<file path="src/rtl/regfile_nrport.sv">
// rtl/regfile_nrport.sv - register file, one write port, NUM_RD registered read ports, clear sweep
//
// Purpose:
//   Sits between decode/writeback and operand fetch. Writes are address
//   decoded into the array. Each read port is an address-indexed mux with a
//   registered output, so read latency is one cycle. Entry 0 is optionally
//   hardwired to zero. A clear engine zeroes one entry per cycle on request.
//
// Optional feature (macro REGFILE_BYPASS_EN):
//   defined   : write-through; an accepted write to the address being read
//               is returned by that read port at latency 1.
//   undefined : read-before-write; the read port returns the old contents.
//
// Ports:
//   clk         in   1              rising-edge clock
//   rst_n       in   1              synchronous active-low reset
//   wr_en       in   1              write request
//   wr_addr     in   ADDR_W         write address
//   wr_data     in   WIDTH          write data
//   rd_addr     in   NUM_RD*ADDR_W  packed read addresses, port i at [i*ADDR_W +: ADDR_W]
//   rd_data     out  NUM_RD*WIDTH   packed registered read data, port i at [i*WIDTH +: WIDTH]
//   clr_req     in   1              start clear sweep (sampled in IDLE only)
//   clr_busy    out  1              clear sweep in progress
//   wr_dropped  out  1              pulse: previous-cycle write refused because of a sweep

module regfile_nrport #(
   parameter int WIDTH    = 32,
   parameter int DEPTH    = 32,
   parameter int ADDR_W   = 5,
   parameter int NUM_RD   = 2,
   parameter int ZERO_REG = 1
) (
   input  logic                       clk,
   input  logic                       rst_n,
   input  logic                       wr_en,
   input  logic [ADDR_W-1:0]          wr_addr,
   input  logic [WIDTH-1:0]           wr_data,
   input  logic [NUM_RD*ADDR_W-1:0]   rd_addr,
   output logic [NUM_RD*WIDTH-1:0]    rd_data,
   input  logic                       clr_req,
   output logic                       clr_busy,
   output logic                       wr_dropped
);

   // One extra bit so the range check works even when 2**ADDR_W == DEPTH.
   localparam logic [ADDR_W:0]   DEPTH_W  = (ADDR_W+1)'(DEPTH);
   localparam logic [ADDR_W-1:0] LAST_PTR = ADDR_W'(DEPTH - 1);

   typedef enum logic {IDLE, CLEAR} state_t;

   state_t              state, state_nxt;
   logic [ADDR_W-1:0]   ptr, ptr_nxt;
   logic                wr_ok;
   logic                clr_en;
   logic [WIDTH-1:0]    mem [DEPTH];
   logic [WIDTH-1:0]    rd_val [NUM_RD];

   // An address is backed by storage if it is in range and not the hardwired zero entry.
   function automatic logic addr_live(input logic [ADDR_W-1:0] a);
      return ({1'b0, a} < DEPTH_W) && !((ZERO_REG != 0) && (a == '0));
   endfunction

   // ---------------- clear FSM: state register ----------------
   always_ff @(posedge clk) begin
      if (!rst_n) begin
         state <= IDLE;
         ptr   <= '0;
      end else begin
         state <= state_nxt;
         ptr   <= ptr_nxt;
      end
   end

   // ---------------- clear FSM: next state ----------------
   always_comb begin
      state_nxt = state;
      ptr_nxt   = ptr;
      case (state)
         IDLE: begin
            if (clr_req) begin
               state_nxt = CLEAR;
               ptr_nxt   = '0;
            end
         end
         CLEAR: begin
            // clr_req is deliberately not looked at here: no restart, no queueing.
            if (ptr == LAST_PTR) begin
               state_nxt = IDLE;
               ptr_nxt   = '0;
            end else begin
               ptr_nxt   = ptr + ADDR_W'(1);
            end
         end
         default: begin
            state_nxt = IDLE;
            ptr_nxt   = '0;
         end
      endcase
   end

   // ---------------- clear FSM: outputs ----------------
   always_comb begin
      clr_busy = (state == CLEAR);
      clr_en   = (state == CLEAR);
      // Writes are only taken in IDLE, so they never collide with the sweep pointer.
      wr_ok    = wr_en && (state == IDLE) && addr_live(wr_addr);
   end

   // ---------------- read muxes ----------------
   always_comb begin
      for (int i = 0; i < NUM_RD; i++) begin
         rd_val[i] = '0;
         if (addr_live(rd_addr[i*ADDR_W +: ADDR_W]))
            rd_val[i] = mem[rd_addr[i*ADDR_W +: ADDR_W]];
`ifdef REGFILE_BYPASS_EN
         // wr_ok already excludes refused, out-of-range and zero-entry writes.
         if (wr_ok && (wr_addr == rd_addr[i*ADDR_W +: ADDR_W]))
            rd_val[i] = wr_data;
`endif
      end
   end

   // ---------------- storage and registered outputs ----------------
   always_ff @(posedge clk) begin
      if (!rst_n) begin
         for (int j = 0; j < DEPTH; j++)
            mem[j] <= '0;
         rd_data    <= '0;
         wr_dropped <= 1'b0;
      end else begin
         wr_dropped <= wr_en && (state == CLEAR);
         for (int i = 0; i < NUM_RD; i++)
            rd_data[i*WIDTH +: WIDTH] <= rd_val[i];
         if (wr_ok)
            mem[wr_addr] <= wr_data;
         if (clr_en)
            mem[ptr] <= '0;
      end
   end

endmodule

</file>
<file path="config.mk">
export PLATFORM = sky130hd
export DESIGN_NAME = regfile_nrport
export DESIGN_NICKNAME = d
export VERILOG_FILES = /design/src/rtl/regfile_nrport.sv
export SDC_FILE = /design/constraint.sdc
export NUM_CORES = 2
export LEC_CHECK = 0
export ABC_CLOCK_PERIOD_IN_PS = 8260
export BUFFER_PORTS_ARGS = -buffer_cell sky130_fd_sc_hd__buf_2
export CAP_MARGIN = 40
export CORE_MARGIN = 1
export CORE_UTILIZATION = 50
export CTS_CLUSTER_SIZE = 14
export DETAILED_ROUTE_END_ITERATION = 16
export GPL_TIMING_DRIVEN = 0
export PLACE_DENSITY_LB_ADDON = 0.2
export SLEW_MARGIN = 40
export SYNTH_ARGS = -nofsm -noshare
export SYNTH_HDL_FRONTEND = slang
export SYNTH_SLANG_ARGS = --single-unit
</file>
<file path="constraint.sdc">
create_clock -name clk -period 8.26 [get_ports clk]
set_input_delay 1.652 -clock clk [delete_from_list [all_inputs] [get_ports clk]]
set_output_delay 1.652 -clock clk [all_outputs]
set_load 0.005 [all_outputs]
</file>
==> flow_summary_export.csv <==
group,metric,value,unit
detailed_routing,drc_errors,0,
sta,finalCritPeriodShare,59.2,%
sta,period_minus_slack,4.89,ns
sta,slew_viol_final,0,
detailed_routing,wl_per_cell,38.8,µm
sta,worst_slew_pin_slew,1.00,ns
cts,cts_resized,0,
sta,setup_viol,0,
logic_synthesis,syn_area_per_cell,14.7,µm²
critical_path,crit_arrival,5.30,ns
floorplan,dieWidth,330,µm
pwr,p_per_area,218,nW/µm²
worst_hold_path,min_to,"ptr[3]",
detailed_routing,ant_nets,0,
logic_synthesis,netlist_top_cells_area,"edfxtp_1 (57%), mux4_2 (19%), nor2_1 (6.1%)",
worst_hold_path,min_path_type,"reg -> reg",
floorplan,start_util,50.8,%
sta,slew_headroom,33.0,%
layout,area_growth,14.0,%
cts,postCtsSetupRepairBufs,0,
sta,clock.fmax,204,MHz
flow_run,maxCapViolCount,0,
critical_path,slowest_stage,"nand4_1",
detailed_routing,vias,38800,
critical_path,cp_common_cell,"clkbuf_1",
placement,placedCellCount,5230,
critical_path,worstPathCellList,"buf_2, clkbuf_1, nand4b_1, o21ai_1, nand4_1, clkbuf_1, nand2_4, buf_12",
critical_path,r2r_start,"clr_busy",
critical_path,critical_path_class,"in -> reg",
grt,grt_max_degree,29,
logic_synthesis,ys_types,48,
sta,rsz0062_at_grt,"false",
sta,hold_viol,0,
worst_hold_path,holdCritStartpoint,"ptr[0]",
grt,grt_antenna_before_repair,9,
cts,cts_tree,"built",
detailed_routing,drt_first_pass_iters,6,
cts,clk_latency,0.75,ns
sta,fin_skew,0.0329,ns
critical_path,crit_required,8.67,ns
detailed_routing,wl,212,mm
worst_hold_path,hold_depth,2,
critical_path,reg2reg_depth,7,
floorplan,dieArea,109000,µm²
pwr,ir_drop,168,µV
logic_synthesis,synth_area_leader_cell,"edfxtp_1",
layout,finalCoreUtilization,57.9,%
grt,grt_use_total,39.2,%
floorplan,dieHeight,330,µm
detailed_routing,drtIter0Drc,7055,
cts,cts-root-buf,"clkbuf_16",
grt,overflow,0,
logic_synthesis,synth_edf_count,1024,
logic_synthesis,synth_flop_cell,"edfxtp_1",
pwr,power,13400,µW
cts,cts_buffers,117,
floorplan,io_pins,117,
floorplan,rows,119,
cts,htreeDepth,3,
cts,path_clk_slew,0.06,ns
logic_synthesis,synth-seq-cells,1095,
logic_synthesis,synth-seq-area-share,59.9,%
logic_synthesis,yosysTopAreaCellShare,57.2,%
layout,nets,4012,
critical_path,cpPeakStageDelay,0.77,ns
outcome,outcome,"finished, final reports clean",
logic_synthesis,netlist_area,53700,µm²
placement,place_congestion,1.02,
critical_path,end_kind,"flip-flop",
logic_synthesis,async_reset_ff_share,0,%
layout,drive_gt1_share,25.2,%
cts,cts_buffer_depth,3,
critical_path,r2r_slack,4.11,ns
detailed_routing,vias_per_cell,7.12,
grt,grt_pass1_wl,290,mm
critical_path,reg2reg_to,"mem[16][9]",
logic_synthesis,yosysWarnings,0,
critical_path,crit_fanout,26,
pwr,power.leakage,0.0218,µW
layout,fillCellCount,8312,
logic_synthesis,syn_inst,3657,
layout,fin_cells,5456,
grt,grt_pass1_vias,37300,
cts,cts.sinks,1095,
floorplan,core_area,106000,µm²
placement,dp_hpwl,148,mm
cts,hold_buffers,0,
critical_path,startpoint_type,"primary input",
placement,io_buffer_count,112,
## registers in the layout (all words and copies together), names as in the netlist
signal,flops
mem,1024
ptr,5
wr_dropped,1
clr_busy,1
rd_data,64
## worst max path at each step
stage / from / end / slack (ns) / cells after the start
4_1_cts: rst_n / mem[10][18] / 3.68 / 8
6_report: rst_n / mem[10][6] / 3.37 / 8
5_1_grt: rst_n / mem[10][29] / 3.38 / 8
3_5_place_dp: rst_n / mem[10][3] / 2.92 / 8
3_3_place_gp: rst_n / mem[6][6] / -0.28 / 6
2_1_floorplan: rst_n / mem[18][0] / 2.87 / 6
## power breakdown
part           internal (µW)  switching [µW]
combinational            559            1070
sequential              6290             113
clock                   3040            2300
## layout make-up
class	instances	area (µm²)	area share [%]
Antenna cell	3	7.51	0.0123
Buffer	405	1800	2.94
Clock buffer	149	3270	5.33
Clock inverter	73	583	0.952
Inverter	2	7.51	0.0123
Multi-Input combinational cell	2186	20300	33.2
Sequential cell	1095	32200	52.5
Tap cell	1391	1740	2.84
Timing Repair Buffer	152	1370	2.24
## cell families after synthesis
| group | after synthesis | share of synthesized area (%) |
|---|---|---|
| DFF | 1095 | 59.9 |
| and+or+nand+nor | 1171 | 8.87 |
| AOI/OAI and AO/OA | 257 | 3.86 |
| muxes | 724 | 24.2 |
| other | 1 | 0.00698 |
| buffers and inverters | 407 | 3.17 |
| adders and majority gates | 2 | 0.0466 |
## worst max-delay path: cells and delay by family
kind / cells / cell delay, ns
compound gates: 1 / 0.44
buf+inv: 4 / 1.87
simple gates: 3 / 1.26
## metrics by stage
stage | setup WS [ns] | setup TNS (ns) | hold WS, ns | instance area, µm²
2_1_floorplan | 2.87 | 0 | 0.511 | 53900
3_3_place_gp | -0.278 | -16.34 | 0.552 | 56200
3_5_place_dp | 2.92 | 0 | 0.568 | 57400
4_1_cts | 3.68 | 0 | 0.576 | 61200
5_1_grt | 3.38 | 0 | 0.624 | 61300
6_report | 3.37 | 0 | 0.578 | 61300
## synthesized netlist by cell type (3+ instances only)
| cell | count |
|---|---|
| nor3_1 | 153 |
| nor2b_1 | 4 |
| o22a_1 | 32 |
| mux2i_1 | 257 |
| buf_4 | 23 |
| a211oi_1 | 27 |
| buf_1 | 16 |
| dfxtp_1 | 71 |
| mux4_2 | 459 |
| a221o_1 | 3 |
| o21ai_1 | 5 |
| o221ai_1 | 59 |
| nand2b_1 | 6 |
| a2111oi_0 | 25 |
| a21oi_1 | 10 |
| nand2_1 | 73 |
| and3_1 | 5 |
| nand4_1 | 20 |
| or3b_2 | 3 |
| a22oi_1 | 3 |
| a22o_1 | 48 |
| edfxtp_1 | 1024 |
| buf_2 | 70 |
| nand3_1 | 10 |
| clkbuf_1 | 296 |
| a221oi_1 | 4 |
| and2_1 | 3 |
| o22ai_1 | 27 |
| o21ai_0 | 5 |
| nand3b_1 | 5 |
| nand4b_1 | 3 |
| mux2_2 | 8 |
| o211ai_1 | 3 |
| nor2_1 | 878 |
| nor3b_1 | 3 |
## cells in the final DEF (no fill, tap or decap), types with 32 or more instances in the layout
cell | synthesis | routed
o221ai_1 | 59 | 59
nand2_1 | 73 | 46
buf_2 | 70 | 194
conb_1 | 1 | 32
clkbuf_1 | 296 | 243
o22a_1 | 32 | 32
a22o_1 | 48 | 48
dfxtp_1 | 71 | 71
edfxtp_1 | 1024 | 1024
nor2_1 | 878 | 877
clkbuf_2 | 0 | 72
mux2i_1 | 257 | 257
clkbuf_16 | 0 | 125
nor3_1 | 153 | 149
mux4_2 | 459 | 459
## layer usage
layer | track usage [%] | vias to the layer above | part of all wire [%]
met2 | 55.3 | 3747 | 42
met3 | 13.9 | 759 | 16
met1 | 51.7 | 19500 | 34
li1 | - | 14900 | -
met4 | 24.6 | 8 | 7.9
met5 | 0 | - | 0.031
(Power assumes the default switching activity.)
